**src/rtl/uart_cmd_parser.sv**
```systemverilog
// uart_cmd_parser: parses ASCII gain/setpoint/tune commands from the UART and holds the live PID registers
module uart_cmd_parser #(
  parameter logic [15:0] KP_DEFAULT = 16'h0100,
  parameter logic [15:0] KI_DEFAULT = 16'h0010,
  parameter logic [15:0] KD_DEFAULT = 16'h0040,
  parameter logic [15:0] SP_DEFAULT = 16'h0000
) (
  input  logic        CLK,
  input  logic        RST_N,
  input  logic [7:0]  rx_data,
  input  logic        rx_valid,
  input  logic        tune_busy,
  input  logic        tune_done,
  input  logic [15:0] kp_tune,
  input  logic [15:0] ki_tune,
  input  logic [15:0] kd_tune,
  output logic [15:0] kp_reg,
  output logic [15:0] ki_reg,
  output logic [15:0] kd_reg,
  output logic [15:0] setpoint,
  output logic        tune_start,
  output logic [7:0]  tx_data,
  output logic        tx_valid,
  input  logic        tx_ready,
  output logic        parse_err
);
  localparam logic [7:0] ACK_OK = 8'h3E;
  localparam logic [7:0] ACK_ERR = 8'h3F;
  localparam logic [7:0] CR = 8'h0D;
  typedef enum logic [1:0] {IDLE, DIGITS, DISCARD} state_t;
  state_t state;
  logic [1:0] tgt;
  logic [15:0] acc;
  logic [2:0] cnt;
  logic hex, is_cr, bad;
  logic [3:0] nib;
  assign is_cr = rx_data == CR;
  assign hex = (rx_data >= 8'h30 && rx_data <= 8'h39) || (rx_data >= 8'h41 && rx_data <= 8'h46) ||
               (rx_data >= 8'h61 && rx_data <= 8'h66);
  assign nib = rx_data[6] ? rx_data[3:0] + 4'd9 : rx_data[3:0];
  // gain writes are refused while tuning or when tuned gains land on the same edge
  assign bad = cnt == 3'd0 || (tgt != 2'd3 && (tune_busy || tune_done));
  always_ff @(posedge CLK) begin
    if (!RST_N) begin
      kp_reg <= KP_DEFAULT;
      ki_reg <= KI_DEFAULT;
      kd_reg <= KD_DEFAULT;
      setpoint <= SP_DEFAULT;
      tune_start <= 1'b0;
      parse_err <= 1'b0;
      tx_valid <= 1'b0;
      tx_data <= 8'h00;
      state <= IDLE;
      tgt <= 2'd0;
      acc <= 16'h0000;
      cnt <= 3'd0;
    end else begin
      tune_start <= 1'b0;
      parse_err <= 1'b0;
      if (tx_ready) tx_valid <= 1'b0;
      if (tune_done) begin
        kp_reg <= kp_tune;
        ki_reg <= ki_tune;
        kd_reg <= kd_tune;
      end
      if (rx_valid) begin
        case (state)
          IDLE: begin
            if (rx_data == 8'h4B || rx_data == 8'h49 || rx_data == 8'h44 || rx_data == 8'h53) begin
              tgt <= rx_data == 8'h4B ? 2'd0 : rx_data == 8'h49 ? 2'd1 : rx_data == 8'h44 ? 2'd2 : 2'd3;
              acc <= 16'h0000;
              cnt <= 3'd0;
              state <= DIGITS;
            end else if (rx_data == 8'h54) begin
              tune_start <= !tune_busy;
              parse_err <= tune_busy;
              tx_data <= tune_busy ? ACK_ERR : ACK_OK;
              tx_valid <= 1'b1;
            end else if (rx_data == 8'h52) begin
              kp_reg <= KP_DEFAULT;
              ki_reg <= KI_DEFAULT;
              kd_reg <= KD_DEFAULT;
              tx_data <= ACK_OK;
              tx_valid <= 1'b1;
            end else if (!(is_cr || rx_data == 8'h0A || rx_data == 8'h20)) begin
              parse_err <= 1'b1;
              tx_data <= ACK_ERR;
              tx_valid <= 1'b1;
            end
          end
          DIGITS: begin
            if (hex && cnt != 3'd4) begin
              acc <= {acc[11:0], nib};
              cnt <= cnt + 3'd1;
            end else if (is_cr) begin
              state <= IDLE;
              parse_err <= bad;
              tx_data <= bad ? ACK_ERR : ACK_OK;
              tx_valid <= 1'b1;
              if (!bad && tgt == 2'd0) kp_reg <= acc;
              if (!bad && tgt == 2'd1) ki_reg <= acc;
              if (!bad && tgt == 2'd2) kd_reg <= acc;
              if (!bad && tgt == 2'd3) setpoint <= acc;
            end else begin
              state <= DISCARD;
            end
          end
          DISCARD: begin
            if (is_cr) begin
              state <= IDLE;
              parse_err <= 1'b1;
              tx_data <= ACK_ERR;
              tx_valid <= 1'b1;
            end
          end
          default: state <= IDLE;
        endcase
      end
    end
  end
endmodule

```
**config.mk**
```make
export PLATFORM = sky130hd
export DESIGN_NAME = uart_cmd_parser
export DESIGN_NICKNAME = d
export VERILOG_FILES = /design/src/rtl/uart_cmd_parser.sv
export SDC_FILE = /design/constraint.sdc
export NUM_CORES = 1
export LEC_CHECK = 0
export ABC_AREA = 1
export ABC_CLOCK_PERIOD_IN_PS = 2100
export BUFFER_PORTS_ARGS = -buffer_cell sky130_fd_sc_hd__buf_2
export CORE_ASPECT_RATIO = 1.25
export CORE_MARGIN = 2
export CORE_UTILIZATION = 44
export DETAILED_ROUTE_END_ITERATION = 8
export HOLD_SLACK_MARGIN = 0.1
export PLACE_DENSITY = 0.76
export SLEW_MARGIN = 20
export SYNTH_ARGS = -nofsm -noshare
export SYNTH_HDL_FRONTEND = slang
export SYNTH_SLANG_ARGS = --single-unit
```
**constraint.sdc**
```tcl
create_clock -name CLK -period 2.1 [get_ports CLK]
set_input_delay 0.315 -clock CLK [delete_from_list [all_inputs] [get_ports CLK]]
set_output_delay 0.315 -clock CLK [all_outputs]
set_load 0.005 [all_outputs]
```
==> impl_metrics.ini <==
[run_status]
status = completed

[finish]
commonest_non_fill_non_tap_cells_in_the_layout = 297 x sky130_fd_sc_hd__nand2_1, 134 x sky130_fd_sc_hd__buf_2, 92 x sky130_fd_sc_hd__dfxtp_1, 85 x sky130_fd_sc_hd__inv_1, 79 x sky130_fd_sc_hd__nand3_1
antenna_cells = 0
area_growth_syn_to_layout_pct = 19.10
final_nets = 1066
n_fill_cell = 1301
share_of_layout_cells_above_drive_strength_1 = 0.2199
utilization = 0.5385
most_common_library_cell_in_the_layout_ignoring_fill_and_taps = sky130_fd_sc_hd__nand2_1
multiInputGateArea_mm2 = 0.003236
regArea_mm2 = 0.001842
final_cells = 1164

[route]
avgRoutedWirePerCell_um = 13.77
routed-via-count = 5883
detailedRoute.firstPassIterationCount = 5
postRouteWirelength_um = 16030
detail_route.drc_violations = 0
routed_via_density = 5.054
drt-initial-drc-count = 367
remaining_antenna_violation_count = 0

[timing]
fin_crit_sh = 0.9099
layout_min_cycle_time_ps = 1911
timing.final.setup_violations = 0
timing.slew.headroom = 0.5100
grt_setup_unrepaired = no
report.final.slew_viol_count = 0
clock_skew_ps = 12.63
tns_ps = 0
worstMarginPinSlew_ps = 734.2
hold_viol_final = 0
timing.fmax_mhz = 523.4

[clock_network]
worst_setup_hold_path_clk_slew_ps = 60
clock_insertion_delay_worst_skew_ps = 350
cts.root.buffer_cell = sky130_fd_sc_hd__clkbuf_16
cts.sinks = 92
cts_tree = yes
htree_num_levels = 3
clk_buf_depth = 2
cts_buf_count = 9
post_cts_setup_driven_buffer_insertion_count = 0

[floorplan]
die_area_mm2 = 0.01401
core_area_mm2 = 0.01272
die-height_um = 131.8
initial_core_utilization = 0.4521
num_io_pins = 137
floorplan.die.width_um = 106.3
fp-row-count = 46

[worst_setup_path]
timing.critical_path.to_type = flip-flop
timing.critical_path.required_ps = 2340
cp_max_fo = 31
crit_path_cell_trace = inv_1, ha_1, nand2_1, nand2_1, nand2_2, nand3_2, nor2_4, buf_12, a21oi_1, o21ai_1, nand2_1, nand2_1, nand2_1
cp_slowest_cell = sky130_fd_sc_hd__dfxtp_1
max_stage_delay_ps = 360
critical_path_class = flip-flop to flip-flop
crit_arrival_ps = 2150
critical-path-top-cell-by-count = sky130_fd_sc_hd__nand2_1
setup.worst_path.start_class = flip-flop

[pwr]
power.ir.vdd_worst_mv = 0.3209
power.static_leakage_nw = 3.663
power_per_cell_area_mw_per_mm2 = 604.3
final_total_power_mw = 4.139

[global_routing]
gr-usage-all-layers = 0.2310
grt_pass1_wl_um = 26310
grt_pass1_vias = 5470
grt_overflow = 0
grt_antenna_before_repair = 0
largest_net_degree_at_the_start_of_global_routing = 64

[job]
cap_viol_max_count = 0

[synthesis]
area_of_the_mapped_netlist_mm2 = 0.005751
netlist_instances = 889
syn_avg_cell_area_um2 = 6.469
ys.warnings.count = 0
postSynth.asyncResetShare = 0
synth.yosys.seq_area_share = 0.3203
synth_seq_cells = 92
ys.flop_type = sky130_fd_sc_hd__dfxtp_1
synth_cell_type_count = 34
post_synth_edffs = 0

[place]
post-place-cells = 1150
routabilityCongestion = 0.9489
place_hpwl_um = 11480
io_buffers = 134

[hold_path]
hp-class = input port to flip-flop
==> worst max-delay path: cells and delay by family, from the launching register on <==
family / cells / cell delay [ps]
DFF: 1 / 360
buffers and inverters: 2 / 250
and+or+nand+nor: 8 / 780
adders and majority gates: 1 / 220
AOI/OAI and AO/OA: 2 / 180
==> final cells by class <==
class	instances	area share
flip-flops and latches	92	0.2689
multi-input cells	644	0.4724
clock buffers	10	0.03489
well taps	168	0.03069
clock inverters	4	0.007490
inverters	94	0.05152
repair buffers	152	0.1341
==> where the power goes <==
group | internal, mW | switching, mW
sequential | 1.83 | 0.0407
clock | 0.942 | 0.694
combinational | 0.281 | 0.355
==> logic make-up (layout without fill, tap and decap cells) <==
kind of cell,Yosys count,in the layout,synth area share
other,1,2,0.0006521
and+or+nand+nor,435,435,0.3209
muxes,33,33,0.06397
buffers and inverters,154,260,0.1203
xor gates and xnor gates,1,1,0.001523
adders and majority gates,11,11,0.02393
AOI/OAI and AO/OA,162,162,0.1484
DFF,92,92,0.3203
==> layer usage <==
metal  vias to the layer above  global-route usage  routed length (um)
met2                       209              0.3843                7652
li1                       3058                   -                   -
met4                         0             0.09430                 438
met3                        29             0.04251                1013
met5                         -                   0                   0
met1                      2587              0.2932                6924
==> Yosys cell counts, types with 2 or more instances <==
| cell | instances | share of area |
|---|---|---|
| sky130_fd_sc_hd__o211ai_1 | 16 | 0.021 |
| sky130_fd_sc_hd__o21ai_0 | 32 | 0.028 |
| sky130_fd_sc_hd__mux2_2 | 30 | 0.059 |
| sky130_fd_sc_hd__a21oi_1 | 72 | 0.063 |
| sky130_fd_sc_hd__inv_1 | 85 | 0.055 |
| sky130_fd_sc_hd__inv_2 | 7 | 0.0046 |
| sky130_fd_sc_hd__buf_6 | 5 | 0.0098 |
| sky130_fd_sc_hd__nor2_4 | 4 | 0.0078 |
| sky130_fd_sc_hd__nand2_2 | 2 | 0.0022 |
| sky130_fd_sc_hd__nand3_1 | 81 | 0.070 |
| sky130_fd_sc_hd__o21ai_1 | 41 | 0.036 |
| sky130_fd_sc_hd__nor2_1 | 34 | 0.022 |
| sky130_fd_sc_hd__nand4_1 | 6 | 0.0065 |
| sky130_fd_sc_hd__buf_1 | 7 | 0.0046 |
| sky130_fd_sc_hd__dfxtp_1 | 92 | 0.32 |
| sky130_fd_sc_hd__clkbuf_1 | 19 | 0.012 |
| sky130_fd_sc_hd__buf_4 | 16 | 0.021 |
| sky130_fd_sc_hd__nor3_1 | 2 | 0.0017 |
| sky130_fd_sc_hd__nand2_1 | 298 | 0.19 |
| sky130_fd_sc_hd__mux2i_1 | 3 | 0.0052 |
| sky130_fd_sc_hd__clkinv_1 | 2 | 0.0013 |
| sky130_fd_sc_hd__buf_2 | 13 | 0.011 |
| sky130_fd_sc_hd__ha_1 | 11 | 0.024 |
==> metrics by stage <==
step	setup slack, ps	instance area, um2	hold WS, ps
finish	189.3	6849	208.9
global route	11.53	6849	213.3
CTS	156.0	6837	210.6
detailed placement	137.5	6546	483.2
global placement	176.1	6546	492.5
floorplan	437.2	5754	393.0
==> worst paths after layout <==
| path | from | to | slack (ps) | cells past startpoint |
|---|---|---|---|---|
| setup / recovery | cnt[0] | kp_reg[10] | 190 | 13 |
| hold / removal | tune_busy | tune_start | 210 | 2 |
| setup reg to reg | cnt[0] | kp_reg[10] | 190 | 13 |
| hold reg to reg | acc[14] | acc[14] | 500 | 2 |
==> timing repair <==
action / CTS / global route
endpoints found under the setup margin: 0 / 27
hold buffers: 0 / 0
hold endpoints to repair: 0 / 0
gates resized for setup: 0 / 3
(Power assumes the default switching activity.)
